**src/rtl/vend_pkg.sv**
```systemverilog
// Shared types and constants for the vending transaction controller.
package vend_pkg;

    typedef enum logic [1:0] {
        ST_IDLE     = 2'b00,
        ST_COLLECT  = 2'b01,
        ST_DISPENSE = 2'b10,
        ST_CHANGE   = 2'b11
    } state_e;

    localparam logic [1:0] COIN_5   = 2'b10;
    localparam logic [1:0] COIN_10  = 2'b11;
    localparam logic [1:0] UNITS_5  = 2'd1;
    localparam logic [1:0] UNITS_10 = 2'd2;

    // Credit units carried by a coin code; zero means no coin.
    function automatic logic [1:0] coin_units(input logic [1:0] code);
        case (code)
            COIN_5:  return UNITS_5;
            COIN_10: return UNITS_10;
            default: return 2'd0;
        endcase
    endfunction

endpackage

```
**src/rtl/vend_if.sv**
```systemverilog
// Coin, select and dispenser handshake bundle around the vending controller.
interface vend_if #(
    parameter int unsigned CREDIT_W = 4
);
    logic [1:0]          d_in;
    logic                sel;
    logic                cancel;
    logic                disp_req;
    logic                disp_ack;
    logic                chg_req;
    logic                chg_val;
    logic                chg_ack;
    logic                coin_reject;
    logic [CREDIT_W-1:0] credit;
    logic                busy;

    modport master (
        output d_in, sel, cancel, disp_ack, chg_ack,
        input  disp_req, chg_req, chg_val, coin_reject, credit, busy
    );

    modport slave (
        input  d_in, sel, cancel, disp_ack, chg_ack,
        output disp_req, chg_req, chg_val, coin_reject, credit, busy
    );
endinterface

```
**src/rtl/vend_timeout_cnt.sv**
```systemverilog
// Idle counter for the collect phase; flags the last cycle before auto-refund.
module vend_timeout_cnt #(
    parameter int unsigned TIMEOUT = 1000,
    parameter int unsigned TMR_W   = 10
) (
    input  logic clk,
    input  logic rst,
    input  logic clear_i,
    input  logic enable_i,
    output logic expire_c
);
    localparam logic [TMR_W-1:0] LAST = TMR_W'(TIMEOUT - 1);

    logic [TMR_W-1:0] cnt_q;
    logic [TMR_W-1:0] cnt_d;

    always_comb begin
        cnt_d = cnt_q;
        if (clear_i) begin
            cnt_d = '0;
        end else if (enable_i) begin
            cnt_d = (cnt_q == LAST) ? '0 : cnt_q + TMR_W'(1);
        end
    end

    always_ff @(posedge clk) begin
        if (rst) cnt_q <= '0;
        else     cnt_q <= cnt_d;
    end

    assign expire_c = enable_i && (cnt_q == LAST);

endmodule

```
**src/rtl/vend_ctrl.sv**
```systemverilog
// Vending transaction controller: owns credit and decides vend, refund and change.
module vend_ctrl
    import vend_pkg::*;
#(
    parameter int unsigned PRICE      = 3,
    parameter int unsigned MAX_CREDIT = 8,
    parameter int unsigned CREDIT_W   = 4,
    parameter int unsigned TIMEOUT    = 1000,
    parameter int unsigned TMR_W      = 10
) (
    input  logic   clk,
    input  logic   rst,
    vend_if.slave  bus
);
    localparam int unsigned SUM_W = CREDIT_W + 1;

    state_e              state_q, state_d;
    logic [CREDIT_W-1:0] credit_q, credit_d;
    logic                disp_req_q, disp_req_d;
    logic                chg_req_q, chg_req_d;
    logic                chg_val_q, chg_val_d;
    logic                coin_reject_q, coin_reject_d;
    logic                busy_q, busy_d;

    logic [1:0]          units_c;
    logic                coin_vld_c;
    logic [SUM_W-1:0]    sum_c;
    logic                coin_fits_c;
    logic                tmr_clear_c;
    logic                expire_c;

    vend_timeout_cnt #(
        .TIMEOUT (TIMEOUT),
        .TMR_W   (TMR_W)
    ) u_tmr (
        .clk      (clk),
        .rst      (rst),
        .clear_i  (tmr_clear_c),
        .enable_i (state_q == ST_COLLECT),
        .expire_c (expire_c)
    );

    // Coin decode and headroom check; the extra sum bit keeps the compare exact.
    always_comb begin
        units_c     = coin_units(bus.d_in);
        coin_vld_c  = (units_c != 2'd0);
        sum_c       = {1'b0, credit_q} + SUM_W'(units_c);
        coin_fits_c = (sum_c <= SUM_W'(MAX_CREDIT));
    end

    always_comb begin
        state_d       = state_q;
        credit_d      = credit_q;
        disp_req_d    = disp_req_q;
        chg_req_d     = chg_req_q;
        coin_reject_d = 1'b0;
        tmr_clear_c   = (state_q != ST_COLLECT);

        case (state_q)
            ST_IDLE: begin
                if (coin_vld_c) begin
                    if (coin_fits_c) begin
                        credit_d = sum_c[CREDIT_W-1:0];
                        state_d  = ST_COLLECT;
                    end else begin
                        coin_reject_d = 1'b1;
                    end
                end
            end
            // Priority: cancel, then a sel that can pay, then the coin, then timeout.
            ST_COLLECT: begin
                if (bus.cancel) begin
                    coin_reject_d = coin_vld_c;
                    state_d       = ST_CHANGE;
                    chg_req_d     = (credit_q != '0);
                end else if (bus.sel && (credit_q >= CREDIT_W'(PRICE))) begin
                    coin_reject_d = coin_vld_c;
                    credit_d      = credit_q - CREDIT_W'(PRICE);
                    disp_req_d    = 1'b1;
                    state_d       = ST_DISPENSE;
                end else if (coin_vld_c && coin_fits_c) begin
                    credit_d    = sum_c[CREDIT_W-1:0];
                    tmr_clear_c = 1'b1;
                end else begin
                    coin_reject_d = coin_vld_c;
                    if (expire_c) begin
                        state_d   = ST_CHANGE;
                        chg_req_d = (credit_q != '0);
                    end
                end
            end
            ST_DISPENSE: begin
                coin_reject_d = coin_vld_c;
                if (bus.disp_ack) begin
                    disp_req_d = 1'b0;
                    if (credit_q != '0) begin
                        state_d   = ST_CHANGE;
                        chg_req_d = 1'b1;
                    end else begin
                        state_d = ST_IDLE;
                    end
                end
            end
            // Each acked coin forces a one-cycle gap before the next request.
            ST_CHANGE: begin
                coin_reject_d = coin_vld_c;
                if (chg_req_q) begin
                    if (bus.chg_ack) begin
                        chg_req_d = 1'b0;
                        credit_d  = credit_q - (chg_val_q ? CREDIT_W'(2) : CREDIT_W'(1));
                        if (credit_d == '0) state_d = ST_IDLE;
                    end
                end else if (credit_q == '0) begin
                    state_d = ST_IDLE;
                end else begin
                    chg_req_d = 1'b1;
                end
            end
            default: state_d = ST_IDLE;
        endcase

        chg_val_d = chg_req_d && (credit_d >= CREDIT_W'(2));
        busy_d    = (state_d == ST_DISPENSE) || (state_d == ST_CHANGE);
    end

    always_ff @(posedge clk) begin
        if (rst) begin
            state_q       <= ST_IDLE;
            credit_q      <= '0;
            disp_req_q    <= 1'b0;
            chg_req_q     <= 1'b0;
            chg_val_q     <= 1'b0;
            coin_reject_q <= 1'b0;
            busy_q        <= 1'b0;
        end else begin
            state_q       <= state_d;
            credit_q      <= credit_d;
            disp_req_q    <= disp_req_d;
            chg_req_q     <= chg_req_d;
            chg_val_q     <= chg_val_d;
            coin_reject_q <= coin_reject_d;
            busy_q        <= busy_d;
        end
    end

    assign bus.disp_req    = disp_req_q;
    assign bus.chg_req     = chg_req_q;
    assign bus.chg_val     = chg_val_q;
    assign bus.coin_reject = coin_reject_q;
    assign bus.credit      = credit_q;
    assign bus.busy        = busy_q;

endmodule

```
**src/flat_wrapper.sv**
```systemverilog
// flat-port wrapper written by rule: the top's interface ports become plain ports
module vend_ctrl_flat import vend_pkg::*;
#(
    parameter int unsigned PRICE      = 3,
    parameter int unsigned MAX_CREDIT = 8,
    parameter int unsigned CREDIT_W   = 4,
    parameter int unsigned TIMEOUT    = 1000,
    parameter int unsigned TMR_W      = 10
)
  (clk, rst, bus_d_in, bus_sel, bus_cancel, bus_disp_ack, bus_chg_ack, bus_disp_req, bus_chg_req, bus_chg_val, bus_coin_reject, bus_credit, bus_busy);
  vend_if #(.CREDIT_W(CREDIT_W)) bus_i ();
  input  logic clk;
  input  logic rst;
  input wire logic [$bits(bus_i.d_in)-1:0] bus_d_in;
  input wire logic [$bits(bus_i.sel)-1:0] bus_sel;
  input wire logic [$bits(bus_i.cancel)-1:0] bus_cancel;
  input wire logic [$bits(bus_i.disp_ack)-1:0] bus_disp_ack;
  input wire logic [$bits(bus_i.chg_ack)-1:0] bus_chg_ack;
  output wire logic [$bits(bus_i.disp_req)-1:0] bus_disp_req;
  output wire logic [$bits(bus_i.chg_req)-1:0] bus_chg_req;
  output wire logic [$bits(bus_i.chg_val)-1:0] bus_chg_val;
  output wire logic [$bits(bus_i.coin_reject)-1:0] bus_coin_reject;
  output wire logic [$bits(bus_i.credit)-1:0] bus_credit;
  output wire logic [$bits(bus_i.busy)-1:0] bus_busy;
  assign bus_i.d_in = bus_d_in;
  assign bus_i.sel = bus_sel;
  assign bus_i.cancel = bus_cancel;
  assign bus_i.disp_ack = bus_disp_ack;
  assign bus_i.chg_ack = bus_chg_ack;
  assign bus_disp_req = bus_i.disp_req;
  assign bus_chg_req = bus_i.chg_req;
  assign bus_chg_val = bus_i.chg_val;
  assign bus_coin_reject = bus_i.coin_reject;
  assign bus_credit = bus_i.credit;
  assign bus_busy = bus_i.busy;
  vend_ctrl #(.PRICE(PRICE), .MAX_CREDIT(MAX_CREDIT), .CREDIT_W(CREDIT_W), .TIMEOUT(TIMEOUT), .TMR_W(TMR_W)) u_core (.clk(clk), .rst(rst), .bus(bus_i));
endmodule
```
**config.mk**
```make
export PLATFORM = sky130hd
export DESIGN_NAME = vend_ctrl_flat
export DESIGN_NICKNAME = d
export VERILOG_FILES = /design/src/rtl/vend_pkg.sv /design/src/rtl/vend_if.sv /design/src/rtl/vend_timeout_cnt.sv /design/src/rtl/vend_ctrl.sv /design/src/flat_wrapper.sv
export SDC_FILE = /design/constraint.sdc
export NUM_CORES = 1
export LEC_CHECK = 0
export CORE_ASPECT_RATIO = 1.25
export CORE_MARGIN = 2
export CORE_UTILIZATION = 56
export DETAILED_ROUTE_END_ITERATION = 8
export PLACE_DENSITY_LB_ADDON = 0.1
export SLEW_MARGIN = 20
export SYNTH_ARGS = -nofsm -noshare
export SYNTH_HDL_FRONTEND = slang
export SYNTH_HIERARCHICAL = 1
export SYNTH_SLANG_ARGS = --single-unit
```
**constraint.sdc**
```tcl
create_clock -name clk -period 2.89 [get_ports clk]
set_input_delay 0.4335 -clock clk [delete_from_list [all_inputs] [get_ports clk]]
set_output_delay 0.4335 -clock clk [all_outputs]
set_load 0.02 [all_outputs]
```
== Word level (Yosys, flattened, before mapping) ==
Index checks and enable logic that the tools add are counted.
Cells by class
  reduce and logical (&&, ||, !) cells: 14
  shifts and indexed selects: 0
  magnitude comparators: 3
  div/mod/pow operators: 0
  bitwise operators: 0
  add/subtract/negate cells: 4
  equality and inequality tests: 12
  muxes and demuxes: 48
  multiply operators: 0
Operators by type and width (count)
  $mux W4: 7
  $mux W2: 13
  $mux W1: 21
  $eq A2 B2 Y1 const B: 6
  $pmux W4 S3: 1
  $add A10 B1 Y10 const B: 1
  $eq A10 B10 Y1 const B: 1
  $mux W10: 1
  $ge A4 B2 Y1 const B: 2
  $logic_not A4 Y1: 2
  $pmux W2 S4: 1
  $pmux W1 S3: 2
  $add A4 B2 Y5: 1
  $le A5 B4 Y1 const B: 1
  $logic_and A1 B1 Y1: 4
  $ne A2 B1 Y1 const B: 2
  $ne A2 B2 Y1 const B: 2
  $pmux W2 S2: 1
  $reduce_and A4 Y1: 1
  $reduce_bool A2 Y1: 2
  $reduce_bool A4 Y1: 1
  $reduce_or A2 Y1: 2
  $sub A4 B2 Y4 const B: 1
  $sub A4 B4 Y4: 1
  other kinds (4): 4
Storage, ports and cells
  flip-flop bits (word level): 21
  logic and storage cells: 89
  memories kept: 0
  bits of input ports: 8
  output and inout port bits: 9
  bits in writable memories: 0
  latch bits: 0
  ROM bits: 0

== Longest topological paths before layout ==
  word-level depth: 11
  depth in mapped cells: 13
  mapped depth without buffers: 12

== By module ==
Netlist, hierarchy kept.
By module, submodules not included
  vend_ctrl: cells each 141, instances 1, sequential area each 200.2 um^2, area each 1073.5 um^2
  vend_timeout_cnt: cells each 58, instances 1, sequential area each 200.2 um^2, area each 489.2 um^2

== Worst setup path before layout ==
Ideal clock, no wire load.
  kind: register to register
  start point: register u_core.credit_q[0] (netlist: u_core/bus.credit[0])
  end point: register u_core.u_tmr.cnt_q[1]
  data required time: 2.825 ns
  data arrival time: 2.537 ns
  path buffers: 1
  cell stages (with the launch flop): 12
  library setup time: 0.065 ns
  setup slack: 0.288 ns
  clock period less this slack: 2.602 ns
  cells stage by stage: dfxtp_1 ha_1 inv_1 fa_1 xor2_1 nand3b_1 a21o_1 o21ai_0 or2_2 clkbuf_1 o21bai_1 nor2_1
On the way
  word-level cells in the longest chain between the ends: 8
  elaborated cells on any way between the ends: 10
  classes of those cells: add/sub: 1; order compare: 2; mux: 4; reduce/logical: 3
Ends and longest elaborated chain
  from (decl): line vend_ctrl.sv:18  | logic [CREDIT_W-1:0] credit_q, credit_d;
  from (signal assigned): line vend_ctrl.sv:137  | credit_q <= credit_d;
  $add A4 B2 Y5: line vend_ctrl.sv:47  | sum_c = {1'b0, credit_q} + SUM_W'(units_c);
  $le A5 B4 Y1: line vend_ctrl.sv:48  | coin_fits_c = (sum_c <= SUM_W'(MAX_CREDIT));
  $logic_and A1 B1 Y1: line vend_ctrl.sv:81  | end else if (coin_vld_c && coin_fits_c) begin
  $mux W1: line vend_ctrl.sv:81
  $mux W1 *: line vend_ctrl.sv:76  | end else if (bus.sel && (credit_q >= CREDIT_W'(PRICE))) begin
  $mux W1 *: line vend_ctrl.sv:72  | if (bus.cancel) begin
  $mux W1 *: line vend_ctrl.sv:59  | case (state_q)
  net u_core.tmr_clear_c: line vend_ctrl.sv:29  | logic tmr_clear_c;
  $reduce_or A2 Y1 (no source line) *
  to (signal assigned): line vend_timeout_cnt.sv:28  | else cnt_q <= cnt_d;
  to (decl): line vend_timeout_cnt.sv:14  | logic [TMR_W-1:0] cnt_q;
The timed path passes the listed nets; every way through them passes the cells marked *.
A chain may end at the register's enable or synchronous reset.

== Final worst setup path ==
  start point: input bus_d_in[1]
  end point: register u_core.u_tmr.cnt_q[3]
On the way
  word-level cells in the longest chain between the ends: 10
  elaborated cells on any way between the ends: 12
  classes of those cells: add/sub: 1; order compare: 1; eq/ne: 2; mux: 5; reduce/logical: 3
Ends and longest elaborated chain
  from (decl): line flat_wrapper.sv:14  | input wire logic [$bits(bus_i.d_in)-1:0] bus_d_in;
  $eq A2 B2 Y1: line vend_pkg.sv:18  | case (code)
  $pmux W2 S2 *: line vend_pkg.sv:18
  $add A4 B2 Y5: line vend_ctrl.sv:47
  $le A5 B4 Y1: line vend_ctrl.sv:48
  $logic_and A1 B1 Y1 *: line vend_ctrl.sv:81
  $mux W1 *: line vend_ctrl.sv:81
  $mux W1 *: line vend_ctrl.sv:76
  $mux W1 *: line vend_ctrl.sv:72
  $mux W1 *: line vend_ctrl.sv:59
  net u_core.tmr_clear_c: line vend_ctrl.sv:29
  $reduce_or A2 Y1 (no source line) *
Marked as above.

==> flow_metrics.tcl <==
set metrics [dict create \
    layoutNonFillerInstCount 256 \
    finalHoldViolations 0 \
    start_util_pct 58.3 \
    synthAdderAreaFrac_pct 8.17 \
    antenna_found_initial 0 \
    rows 21 \
    final_layout_size_suffix_gt1_share_pct 11.7 \
    yosysWarningCount 6 \
    ys_ff_latch 20 \
    synth_top_family_by_area "simple AND/OR/NAND/NOR gates" \
    tightest_slew_ns 0.585 \
    first_pass_iters 4 \
    htreeDepth 1 \
    cts_made_buffers 3 \
    root_buffer "clkbuf_4" \
    synth-xor-area-share_pct 6.73 \
    drc 0 \
    synthArstFlopShare_pct 0 \
    grt.overflow.total 0 \
    placed_cells 252 \
    gp_congestion 0.987 \
    p_leak_nw 0.700 \
    antenna_left 0 \
    post_cts_buffers 0 \
    cts.sinks 20 \
    worstPathRequired_ns 3.14 \
    grt_start_max_net_pins 19 \
    synth_mux_area_share_pct 2.00 \
    dieWidth_um 51.3 \
    syn_area_per_cell_um2 7.85 \
    insertion_delay_ns 0.30 \
    cp.arrival_ns 2.97 \
    yosysTopAreaCell "dfxtp_1" \
    status "completed" \
    grt_pass1_vias 1618 \
    synth_top_area_share_pct 25.6 \
    hold_buffers 0 \
    routed_wl_um 3880 \
    clock_path_buffers 2 \
    synth_cells 199 \
    drtIter0Drc 61 \
    syn-num-nets 216 \
    worstSetupStartpointType "input port" \
    rsz0062_at_grt "no" \
    synthSimpleGateAreaFrac_pct 25.9 \
    cp-end-kind "flop" \
    cts_resized 0 \
    maxCapViolCount 0 \
    vias 1587 \
    synth_flop_cell "dfxtp_1" \
    path_clk_slew_ns 0.11 \
    core_mm2 0.00268 \
    final_util_pct 69.9 \
    ir_drop_uv 383 \
    path_class "in -> reg" \
    setup_viol 0 \
    p_per_area_mw_per_mm2 561 \
    synth_compound_area_share_pct 25.1 \
    hold_path_class "reg -> reg" \
    drv_slew 0 \
    ios 17 \
    min_period_ns 2.72 \
    period_share_pct 94.2 \
    synth_edf_count 0 \
    fmax_mhz 367 \
    wl_per_cell_um 15.2 \
    synth_cell_types 54 \
    slew-limit-headroom_pct 60.0 \
    synth_common_cells "nor2_1, dfxtp_1, nand2_1, a21oi_1, inv_1" \
    cts_tree "yes" \
    fin_worst_skew_ns 0.00324 \
    ys_seq_area_share_pct 25.6 \
    grt_first_pass_wirelength_um 6970 \
    p_total_mw 1.05 \
    syn_area_mm2 0.00156 \
    port_buffers 16 \
    die_area_mm2 0.00323 \
    synth_area_leaders "dfxtp_1, nor2_1, ha_1" \
    die_h_um 63.1 \
    areaGrowthSynthToFinish_pct 19.9 \
    path_max_fanout 5 \
    synth.most_common_cell "nor2_1" \
    diodes 0 \
    viasPerCell 6.20 \
    grt.total_usage_pct 27.1 \
    nNetsFinal 240 \
    dp.final_hpwl_um 3000 \
]
-- routing by layer --
| metal | track usage (%) | vias to the layer above | routed length [µm] |
|---|---|---|---|
| li1 | - | 766 | - |
| met1 | 34.9 | 721 | 1540 |
| met2 | 44.0 | 82 | 1930 |
| met3 | 4.03 | 18 | 280 |
| met4 | 12.5 | 0 | 132 |
| met5 | 0 | - | 0 |
-- sequential cells by signal, indices dropped and copies added (netlist names), named ones only --
name / cells
u_core/bus.chg_req: 1
u_core/bus.disp_req: 1
u_core/u_tmr/cnt_q: 10
u_core/bus.coin_reject: 1
u_core/bus.credit: 4
u_core/bus.chg_val: 1
u_core/state_q: 1
-- layout make-up --
cell class / instances / area (µm²)
fill: 238 / 807
inverter: 13 / 48.8
clock buffer: 3 / 22.5
tap: 34 / 42.5
sequential: 20 / 400
multi-input combinational: 156 / 1070
clock inverter: 1 / 30.0
timing repair buffer: 29 / 258
-- cells in the final DEF (no fill, tap or decap), types with 2 or more instances in the layout --
master / netlist / final
nand2_1: 17 / 17
o22a_1: 2 / 2
nor2b_1: 2 / 2
ha_1: 7 / 7
o21ai_0: 4 / 4
or3_1: 4 / 4
mux2i_1: 2 / 2
nand3b_1: 3 / 3
o211ai_1: 2 / 2
dfxtp_1: 20 / 20
and3_1: 3 / 3
o22ai_1: 2 / 2
clkdlybuf4s50_1: 0 / 16
fa_1: 2 / 2
xnor2_1: 6 / 6
a22oi_1: 4 / 4
inv_1: 13 / 13
a21o_1: 2 / 2
nand3_1: 8 / 8
buf_4: 1 / 13
nor2_1: 24 / 24
xor2_1: 6 / 6
a31oi_1: 7 / 6
nand4_1: 3 / 3
a211oi_1: 2 / 2
a22o_1: 2 / 2
clkbuf_4: 0 / 3
nand2b_1: 3 / 3
a21oi_1: 13 / 13
nor3b_1: 4 / 4
-- cell families after synthesis --
kind of cell    after synthesis
flops                        20
simple gates                 78
xor+xnor                     12
fa+ha+maj                     9
compound gates               54
buf+inv                      23
mux                           3
-- worst paths after layout --
check / startpoint / endpoint / slack (ns) / depth (start not counted)
max: bus_d_in[1] / u_core/u_tmr/cnt_q[3] / 0.17 / 13
min: u_core/u_tmr/cnt_q[9] / u_core/u_tmr/cnt_q[9] / 0.50 / 2
max reg2reg: u_core/bus.credit[0] / u_core/u_tmr/cnt_q[3] / 0.37 / 10
min reg2reg: u_core/u_tmr/cnt_q[9] / u_core/u_tmr/cnt_q[9] / 0.50 / 2
-- stage by stage --
step,setup WS [ns],area [µm²],hold slack (ns),TNS [ns]
after global placement,-0.0632,1810,0.467,-0.446
final,0.167,1870,0.498,0
after floorplan,0.288,1560,0.453,0
after detailed placement,-0.154,1810,0.484,-1.45
after CTS,0.171,1860,0.502,0
after global routing,0.00858,1870,0.534,0
-- critical path: stages --
cell	delay [ns]
clkdlybuf4s50_1	0.48
inv_1	0.05
nor2_1	0.08
ha_1	0.17
inv_1	0.06
fa_1	0.41
xor2_1	0.17
nand3b_1	0.19
a21o_1	0.18
o21ai_0	0.09
or2_2	0.33
o21bai_2	0.23
nor2_1	0.11
-- report_power, final --
part           internal (mW)  total, mW  switching, mW  leakage (nW)
clock network          0.140      0.230         0.0898        0.0279
registers              0.298      0.340         0.0420         0.162
logic                  0.221      0.481          0.260         0.510
total                  0.659       1.05          0.392         0.700
Note: power is estimated with default switching activity, not from simulation.
